==> src/rtl/hazard_ctrl.sv <==
// hazard_ctrl: pipeline hazard controller producing per-stage enables/bubbles and ID operand forwarding selects
// for the 5-stage MIPS core (RAW, load-use, branch, memory-wait and debug-step handling).
module hazard_ctrl #(
    parameter int FWD_EN         = 1,
    parameter int BRANCH_MODE    = 0,
    parameter int BRANCH_BUBBLES = 3,
    parameter int MEM_TIMEOUT    = 255,
    parameter int CNT_W          = 16
) (
    input  logic             clk,
    input  logic             rst_n,
    input  logic             debug_en,
    input  logic             debug_step,
    input  logic [4:0]       rs_addr_id,
    input  logic [4:0]       rt_addr_id,
    input  logic             rs_used_id,
    input  logic             rt_used_id,
    input  logic             is_branch_id,
    input  logic             branch_taken_exe,
    input  logic [4:0]       regw_addr_exe,
    input  logic [4:0]       regw_addr_mem,
    input  logic [4:0]       regw_addr_wb,
    input  logic             wb_wen_exe,
    input  logic             wb_wen_mem,
    input  logic             wb_wen_wb,
    input  logic             mem_ren_exe,
    input  logic             mem_req,
    input  logic             mem_ack,
    output logic [4:0]       stage_en,
    output logic [4:0]       stage_rst,
    output logic [1:0]       fwd_a_sel,
    output logic [1:0]       fwd_b_sel,
    output logic             mem_timeout,
    output logic [CNT_W-1:0] stall_cnt,
    output logic [CNT_W-1:0] flush_cnt
);
    localparam int WW = (MEM_TIMEOUT < 2) ? 1 : $clog2(MEM_TIMEOUT + 1);
    localparam logic [WW-1:0] TO_M1 = WW'(MEM_TIMEOUT - 1);
    localparam logic [2:0] BUB_LD = 3'(BRANCH_BUBBLES - 1);
    localparam bit FWD = FWD_EN != 0;
    localparam bit BM1 = BRANCH_MODE != 0;

    logic          r_step_prev;
    logic [2:0]    r_bub_cnt;
    logic [WW-1:0] r_wait_cnt;
    logic          r_mem_timeout;
    logic [CNT_W-1:0] r_stall_cnt, r_flush_cnt;

    logic w_ex_a, w_mem_a, w_wb_a, w_ex_b, w_mem_b, w_wb_b;
    logic w_hz, w_step, w_dbg, w_frz, w_fl, w_st, w_bub;
    logic [1:0] w_sel_a, w_sel_b;

    assign w_ex_a  = rs_used_id && rs_addr_id != 5'd0 && wb_wen_exe && regw_addr_exe == rs_addr_id;
    assign w_mem_a = rs_used_id && rs_addr_id != 5'd0 && wb_wen_mem && regw_addr_mem == rs_addr_id;
    assign w_wb_a  = rs_used_id && rs_addr_id != 5'd0 && wb_wen_wb  && regw_addr_wb  == rs_addr_id;
    assign w_ex_b  = rt_used_id && rt_addr_id != 5'd0 && wb_wen_exe && regw_addr_exe == rt_addr_id;
    assign w_mem_b = rt_used_id && rt_addr_id != 5'd0 && wb_wen_mem && regw_addr_mem == rt_addr_id;
    assign w_wb_b  = rt_used_id && rt_addr_id != 5'd0 && wb_wen_wb  && regw_addr_wb  == rt_addr_id;

    assign w_sel_a = w_ex_a ? 2'd1 : w_mem_a ? 2'd2 : w_wb_a ? 2'd3 : 2'd0;
    assign w_sel_b = w_ex_b ? 2'd1 : w_mem_b ? 2'd2 : w_wb_b ? 2'd3 : 2'd0;
    assign fwd_a_sel = (FWD && rst_n) ? w_sel_a : 2'd0;
    assign fwd_b_sel = (FWD && rst_n) ? w_sel_b : 2'd0;

    // Without forwarding only EXE/MEM producers stall; WB is assumed to write through the register file
    assign w_hz = FWD ? (mem_ren_exe && (w_ex_a || w_ex_b)) : (w_ex_a || w_ex_b || w_mem_a || w_mem_b);

    assign w_step = debug_step && !r_step_prev;
    assign w_dbg  = debug_en && !w_step;
    assign w_frz  = !w_dbg && mem_req && !mem_ack;
    assign w_fl   = !w_dbg && !w_frz && BM1 && branch_taken_exe;
    assign w_st   = !w_dbg && !w_frz && !w_fl && w_hz;
    assign w_bub  = !w_dbg && !w_frz && !w_fl && !w_st && !BM1 && (r_bub_cnt != 3'd0 || is_branch_id);

    always_comb begin
        stage_en  = 5'b11111;
        stage_rst = 5'b00000;
        if (!rst_n) stage_rst = 5'b11111;
        else if (w_dbg || w_frz) stage_en = 5'b00000;
        else if (w_fl) stage_rst = 5'b00110;
        else if (w_st) begin
            stage_en  = 5'b11100;
            stage_rst = 5'b00100;
        end
        else if (w_bub) stage_rst = 5'b00010;
    end

    always_ff @(posedge clk or negedge rst_n) begin
        if (!rst_n) begin
            r_step_prev   <= 1'b0;
            r_bub_cnt     <= 3'd0;
            r_wait_cnt    <= '0;
            r_mem_timeout <= 1'b0;
            r_stall_cnt   <= '0;
            r_flush_cnt   <= '0;
        end else begin
            r_step_prev <= debug_step;
            if (w_bub) r_bub_cnt <= (is_branch_id && r_bub_cnt == 3'd0) ? BUB_LD : r_bub_cnt - 3'd1;
            r_wait_cnt <= w_frz ? r_wait_cnt + WW'(r_wait_cnt != '1) : '0;
            if (w_frz && r_wait_cnt >= TO_M1) r_mem_timeout <= 1'b1;
            r_stall_cnt <= r_stall_cnt + CNT_W'(w_st && r_stall_cnt != '1);
            r_flush_cnt <= r_flush_cnt + CNT_W'((w_fl || w_bub) && r_flush_cnt != '1);
        end
    end

    assign mem_timeout = r_mem_timeout;
    assign stall_cnt   = r_stall_cnt;
    assign flush_cnt   = r_flush_cnt;
endmodule

==> config.mk <==
export PLATFORM = sky130hd
export DESIGN_NAME = hazard_ctrl
export DESIGN_NICKNAME = d
export VERILOG_FILES = /design/src/rtl/hazard_ctrl.sv
export SDC_FILE = /design/constraint.sdc
export NUM_CORES = 1
export LEC_CHECK = 0
export ABC_AREA = 1
export CAP_MARGIN = 40
export CORE_MARGIN = 3
export CORE_UTILIZATION = 25
export DETAILED_ROUTE_END_ITERATION = 8
export PLACE_DENSITY = 0.54
export SLEW_MARGIN = 10
export SYNTH_ARGS = -nofsm -noshare
export SYNTH_HDL_FRONTEND = slang
export SYNTH_SLANG_ARGS = --single-unit
==> constraint.sdc <==
create_clock -name clk -period 2.6 [get_ports clk]
set_input_delay 0.78 -clock clk [delete_from_list [all_inputs] [get_ports clk]]
set_output_delay 0.78 -clock clk [all_outputs]
set_load 0.05 [all_outputs]
* After elaboration in Yosys (flattened, before gate mapping) *
Cells that the tools add are included.

cells by class
  reduce and logical (&&, ||, !) cells = 40
  $add $sub $neg = 4
  muxes and demuxes = 17
  $lt $le $gt $ge = 1
  eq/ne operators = 9

operator list
  kind                  count
  $add 16x1->16         2
  $ne 16x16->1 const B  2
  $eq 5x5->1            6
  $logic_and 1x1->1     27
  $mux 2                10
  $mux 5                4
  $reduce_bool 5->1     2
  $add 8x1->8           1
  $ge 8x8->1 const B    1
  $mux 8                1
  $ne 8x8->1 const B    1
  $logic_not 1->1       6
  $mux 3                2
  $logic_not 3->1       1
  $logic_or 1x1->1      3
  $reduce_bool 3->1     1
  $sub 3x1->3 const B   1

word-level totals
  bits of input ports = 39
  bits in registers = 45

* Depth between registers and ports, before layout *
  depth after elaboration = 17
  gate-level depth with buffers = 17

* Worst setup path before layout *
Ideal clock, no wire load.

  path type = in2out
  from = input debug_en
  to = output stage_en[3]
  data required time = 1.820 ns
  stages = 4
  setup slack = -0.912 ns
  data arrival time = 2.732 ns
  buffers on the path = 1
  cells stage by stage = a21boi_1 > nor3_2 > o21ai_0 > buf_4

between the ends
  cells in the longest elaborated chain, start to end = 7

ends and longest elaborated chain
  element                          line  source
  start, declared                  12    input logic debug_en,
  $logic_and 1x1->1 *              69    assign w_dbg = debug_en && !w_step;
  $logic_not 1->1                  70    assign w_frz = !w_dbg && mem_req && !mem_ack;
  $logic_and 1x1->1 (2 in series)  70
  $logic_or 1x1->1 *               79    else if (w_dbg || w_frz) stage_en = 5'b00000;
  $mux 5 *                         79
  $mux 5 *                         78    if (!rst_n) stage_rst = 5'b11111;
  end, declared                    29    output logic [4:0] stage_en,

Every way passes the cells marked *; elsewhere a longest branch is shown, timed or not.

* Worst setup path in the final report *
  from = input regw_addr_mem[4]
  to = output fwd_b_sel[1]

between the ends
  cells in the longest elaborated chain, start to end = 5

ends and longest elaborated chain
  element               line  source
  start, declared       21    input logic [4:0] regw_addr_mem,
  $eq 5x5->1            57    assign w_mem_b = rt_used_id && rt_addr_id != 5'd0 && wb_wen_mem && regw_addr_mem == rt_addr_id;
  $logic_and 1x1->1     57
  $mux 2 (2 in series)  61    assign w_sel_b = w_ex_b ? 2'd1 : w_mem_b ? 2'd2 : w_wb_b ? 2'd3 : 2'd0;
  $mux 2                63    assign fwd_b_sel = (FWD && rst_n) ? w_sel_b : 2'd0;
  end, declared         32    output logic [1:0] fwd_b_sel,

No other way between the ends.

==> impl_metrics.yaml <==
outcome:
  outcome: "finished, violations left"
  violations: "setup timing"
logic_synthesis:
  yosys.area.top_type: "dfrtp_1"
  synth_commonest_cells: "nand2_1 (73), dfrtp_1 (45), inv_1 (44)"
  syn_inst: 337
  yosys.area.top_type_share: 0.4113
  synth_fa_ha_area_frac: 0.04113
  synth_compound_area_frac: 0.05210
  ys_types: 29
  synth.avg_cell_area_sq_um: 8.124
  synth-edff-count: 0
  synth_area_leaders: "dfrtp_1 (41%), nand2_1 (10%), xnor2_1 (7.0%), xor2_1 (6.1%), inv_1 (6.0%)"
  synthSimpleGateAreaFrac: 0.2847
  synth_xor_area_frac: 0.1312
  synth_mux_area_frac: 0
  async_flop_share: 1.000
  synth_nets: 385
  yosys.cell_count.top_type: "nand2_1"
  synth_top_family_by_area: "simple AND/OR/NAND/NOR gates"
  syn-cell-area_sq_um: 2738
  synth_ff_type: "dfrtp_1"
  yosys_register_bits: 45
  yosys_warnings: 0
  ys_seq_area_frac: 0.4113
global_routing:
  grt-ovfl-total: 0
  met3_usage: 0.02082
  use_met1: 0.1682
  grt_max_degree: 26
  grt_pass1_vias: 2671
  track_usage: 0.1232
  antenna_found_initial: 0
  grt_use_met2: 0.2132
  grt_pass1_wl_mm: 12.77
  busiest_layer: "met2"
clock_network:
  clock_sinks: 45
  clk_latency_ns: 0.28
  cts_hold_buf: 0
  path_clk_slew_ns: 0.07
  cts_buffers: 5
  clock_path_buffers: 2
  cts_tree: "built"
  htreeDepth: 2
  cts_root_buf: "clkbuf_8"
hold_path:
  min-delay-path-class: "flip-flop to flip-flop"
  hold_start: "r_bub_cnt[1]"
  min_path_cells: 2
  hold-path-endpoint: "r_bub_cnt[1]"
worst_setup_path:
  crit_fanout: 2
  worst_path_max_delay_cell: "or2_1"
  criticalPathCategory: "input pin to output pin"
  r2r-start: "stall_cnt[8]"
  r2r-end: "stall_cnt[12]"
  r2r_slack_ns: 0.31
  rr_worst_depth: 11
  arrival_ns: 1.97
  required_ns: 1.82
  crit_path_end_kind: "output pin"
  critPathLaunchType: "input pin"
  cp_cell_sequence: "dlygate4sd2_1, xnor2_1, nand4_1, or2_1, a21oi_4, buf_12"
  slowest_delay_ns: 0.27
floorplanning:
  chipWidth_um: 110.6
  die_h_um: 110.6
  rows: 37
  dieArea_sq_um: 12240
  start_util: 0.2605
  num_io_pins: 86
  fp.coreArea_sq_um: 10510
layout:
  multi_input_area_sq_um: 1784
  area_delta_synth_final_pct: 73.67
  antenna_cells: 0
  drive_above_1_share: 0.3979
  nets: 527
  register_area_sq_um: 1126
  n_fill_cell: 992
pwr:
  intPower_w: 0.001385
  power_leakage_nw: 2.248
  design_power_total_w: 0.002272
  netSwitchingPower_w: 0.0008876
  switching_share: 0.3906
  power_frac_seq: 0.381
  power_frac_comb: 0.438
  power_density_nw_per_um2: 478.0
  clockPowerShare: 0.180
  ir_worst_vdd_mv: 0.5632
sta:
  fin_crit_sh: 1.056
  setup_ws_ns: -0.1459
  slew_viol_final: 0
  post-route-min-period_ns: 2.746
  hold_violations: 0
  clock.fmax_ghz: 0.3642
  setup_viol: 8
  relSlewSlack: 0.6544
  fin_worst_skew_ns: 0.01142
  worst_pin_slew_ns: 0.5167
  rsz0062_at_grt: "true"
detailed_routing:
  drtIter0Drc: 37
  dr.pass1.iters: 4
  postRouteAntennaNets: 0
  vias: 2655
  drc_errors: 0
  drt-total-wl_mm: 7.892
  avgViaCountPerCell: 4.310
  avgRoutedWirePerCell_um: 12.81
place:
  port_buffers: 84
  gp_congestion: 0.8520
  dpl_worst_slack_ns: -0.7103
  dp_hpwl_mm: 6.013
flow_run:
  maxCapViolations: 0
metrics by stage:
step           cell area [sq um]  utilization  setup TNS [ns]  std cells  hold WS (ns)
2_1_floorplan               2821            -               0        337        0.4419
3_3_place_gp                4242       0.4036          -21.00        594        0.4461
3_5_place_dp                4242       0.4036          -21.81        594        0.4511
4_1_cts                     4509       0.4291         -0.8884        612        0.4786
5_1_grt                     4755       0.4524          -2.149        616        0.4989
6_report                    4755       0.4524         -0.9385        616        0.4722
flip-flops by register name, indices dropped and copies added (netlist names):
name,cells
r_step_prev,1
stall_cnt,16
r_bub_cnt,3
r_wait_cnt,8
mem_timeout,1
flush_cnt,16
what timing repair did:
| item | 4_1_cts | 5_1_grt |
|---|---|---|
| resized for setup | 171 | 58 |
| pin swaps | 47 | 32 |
| buffers inserted | 10 | 4 |
| setup endpoints to repair | 37 | 24 |
| gates cloned | 0 | 0 |
power by group through the flow:
stage	clock [W]	sequential (W)	combinational, W
global placement	0	0.000877	0.000884
CTS	0.000436	0.000865	0.000938
finish	0.000410	0.000867	0.000996
global route	0.000468	0.000884	0.00108
floorplan	0	0.00107	0.000319
detailed placement	0	0.000878	0.000897
critical path, delay by kind of cell:
family | cells | cell delay, ns
AO/OA/AOI/OAI | 1 | 0.15
buffers and inverters | 2 | 0.41
AND/OR/NAND/NOR | 2 | 0.42
XOR/XNOR | 1 | 0.19
final cells by class:
class / count / area share
multi-input cells: 239 / 0.3753
repair buffers: 140 / 0.2939
flip-flops and latches: 45 / 0.2368
inverters: 48 / 0.04053
well taps: 136 / 0.03579
clock buffers: 7 / 0.01605
clock inverters: 1 / 0.001579
layout by cell type (no fill, tap or decap), drive strengths merged:
| cell type | count |
|---|---|
| a21o | 1 |
| clkinv | 1 |
| dfrtp | 45 |
| or2 | 1 |
| clkinvlp | 1 |
| inv | 47 |
| clkdlybuf4s50 | 35 |
| a31oi | 2 |
| ha | 9 |
| nor2 | 26 |
| a21boi | 1 |
| o21ai | 9 |
| nand3 | 29 |
| nand2 | 76 |
| xor2 | 19 |
| xnor2 | 22 |
| a21oi | 14 |
| and3 | 3 |
| clkdlybuf4s15 | 1 |
| nand4 | 9 |
| nor3 | 12 |
| dlygate4sd2 | 8 |
| buf | 93 |
| clkbuf | 10 |
| nor4 | 4 |
| nor3b | 2 |
logic make-up after synthesis:
group                      count (synthesis)
buffers and inverters                     53
DFF                                       45
xor gates and xnor gates                  41
adders and majority gates                  9
and+or+nand+nor                          162
AOI/OAI and AO/OA                         27
worst max path at each step:
stage                startpoint             to  slack (ns)  cells past startpoint
4_1_cts           rs_addr_id[2]   fwd_a_sel[1]       -0.17                      9
2_1_floorplan     rt_addr_id[4]   fwd_b_sel[0]        0.01                      5
3_3_place_gp      rt_addr_id[2]  flush_cnt[14]       -0.71                     16
5_1_grt         regw_addr_wb[4]   fwd_a_sel[1]       -0.21                     10
3_5_place_dp      rt_addr_id[2]  flush_cnt[14]       -0.71                     16
6_report       regw_addr_mem[4]   fwd_b_sel[1]       -0.15                      6
per-layer routing:
metal | wire, um | vias up | part of all wire
met5 | 0 | - | 0
met4 | 13 | 0 | 0.0016
met3 | 182 | 2 | 0.023
met2 | 4118 | 38 | 0.52
met1 | 3578 | 1248 | 0.45
li1 | - | 1367 | -
Power figures use the tool's default switching activity.
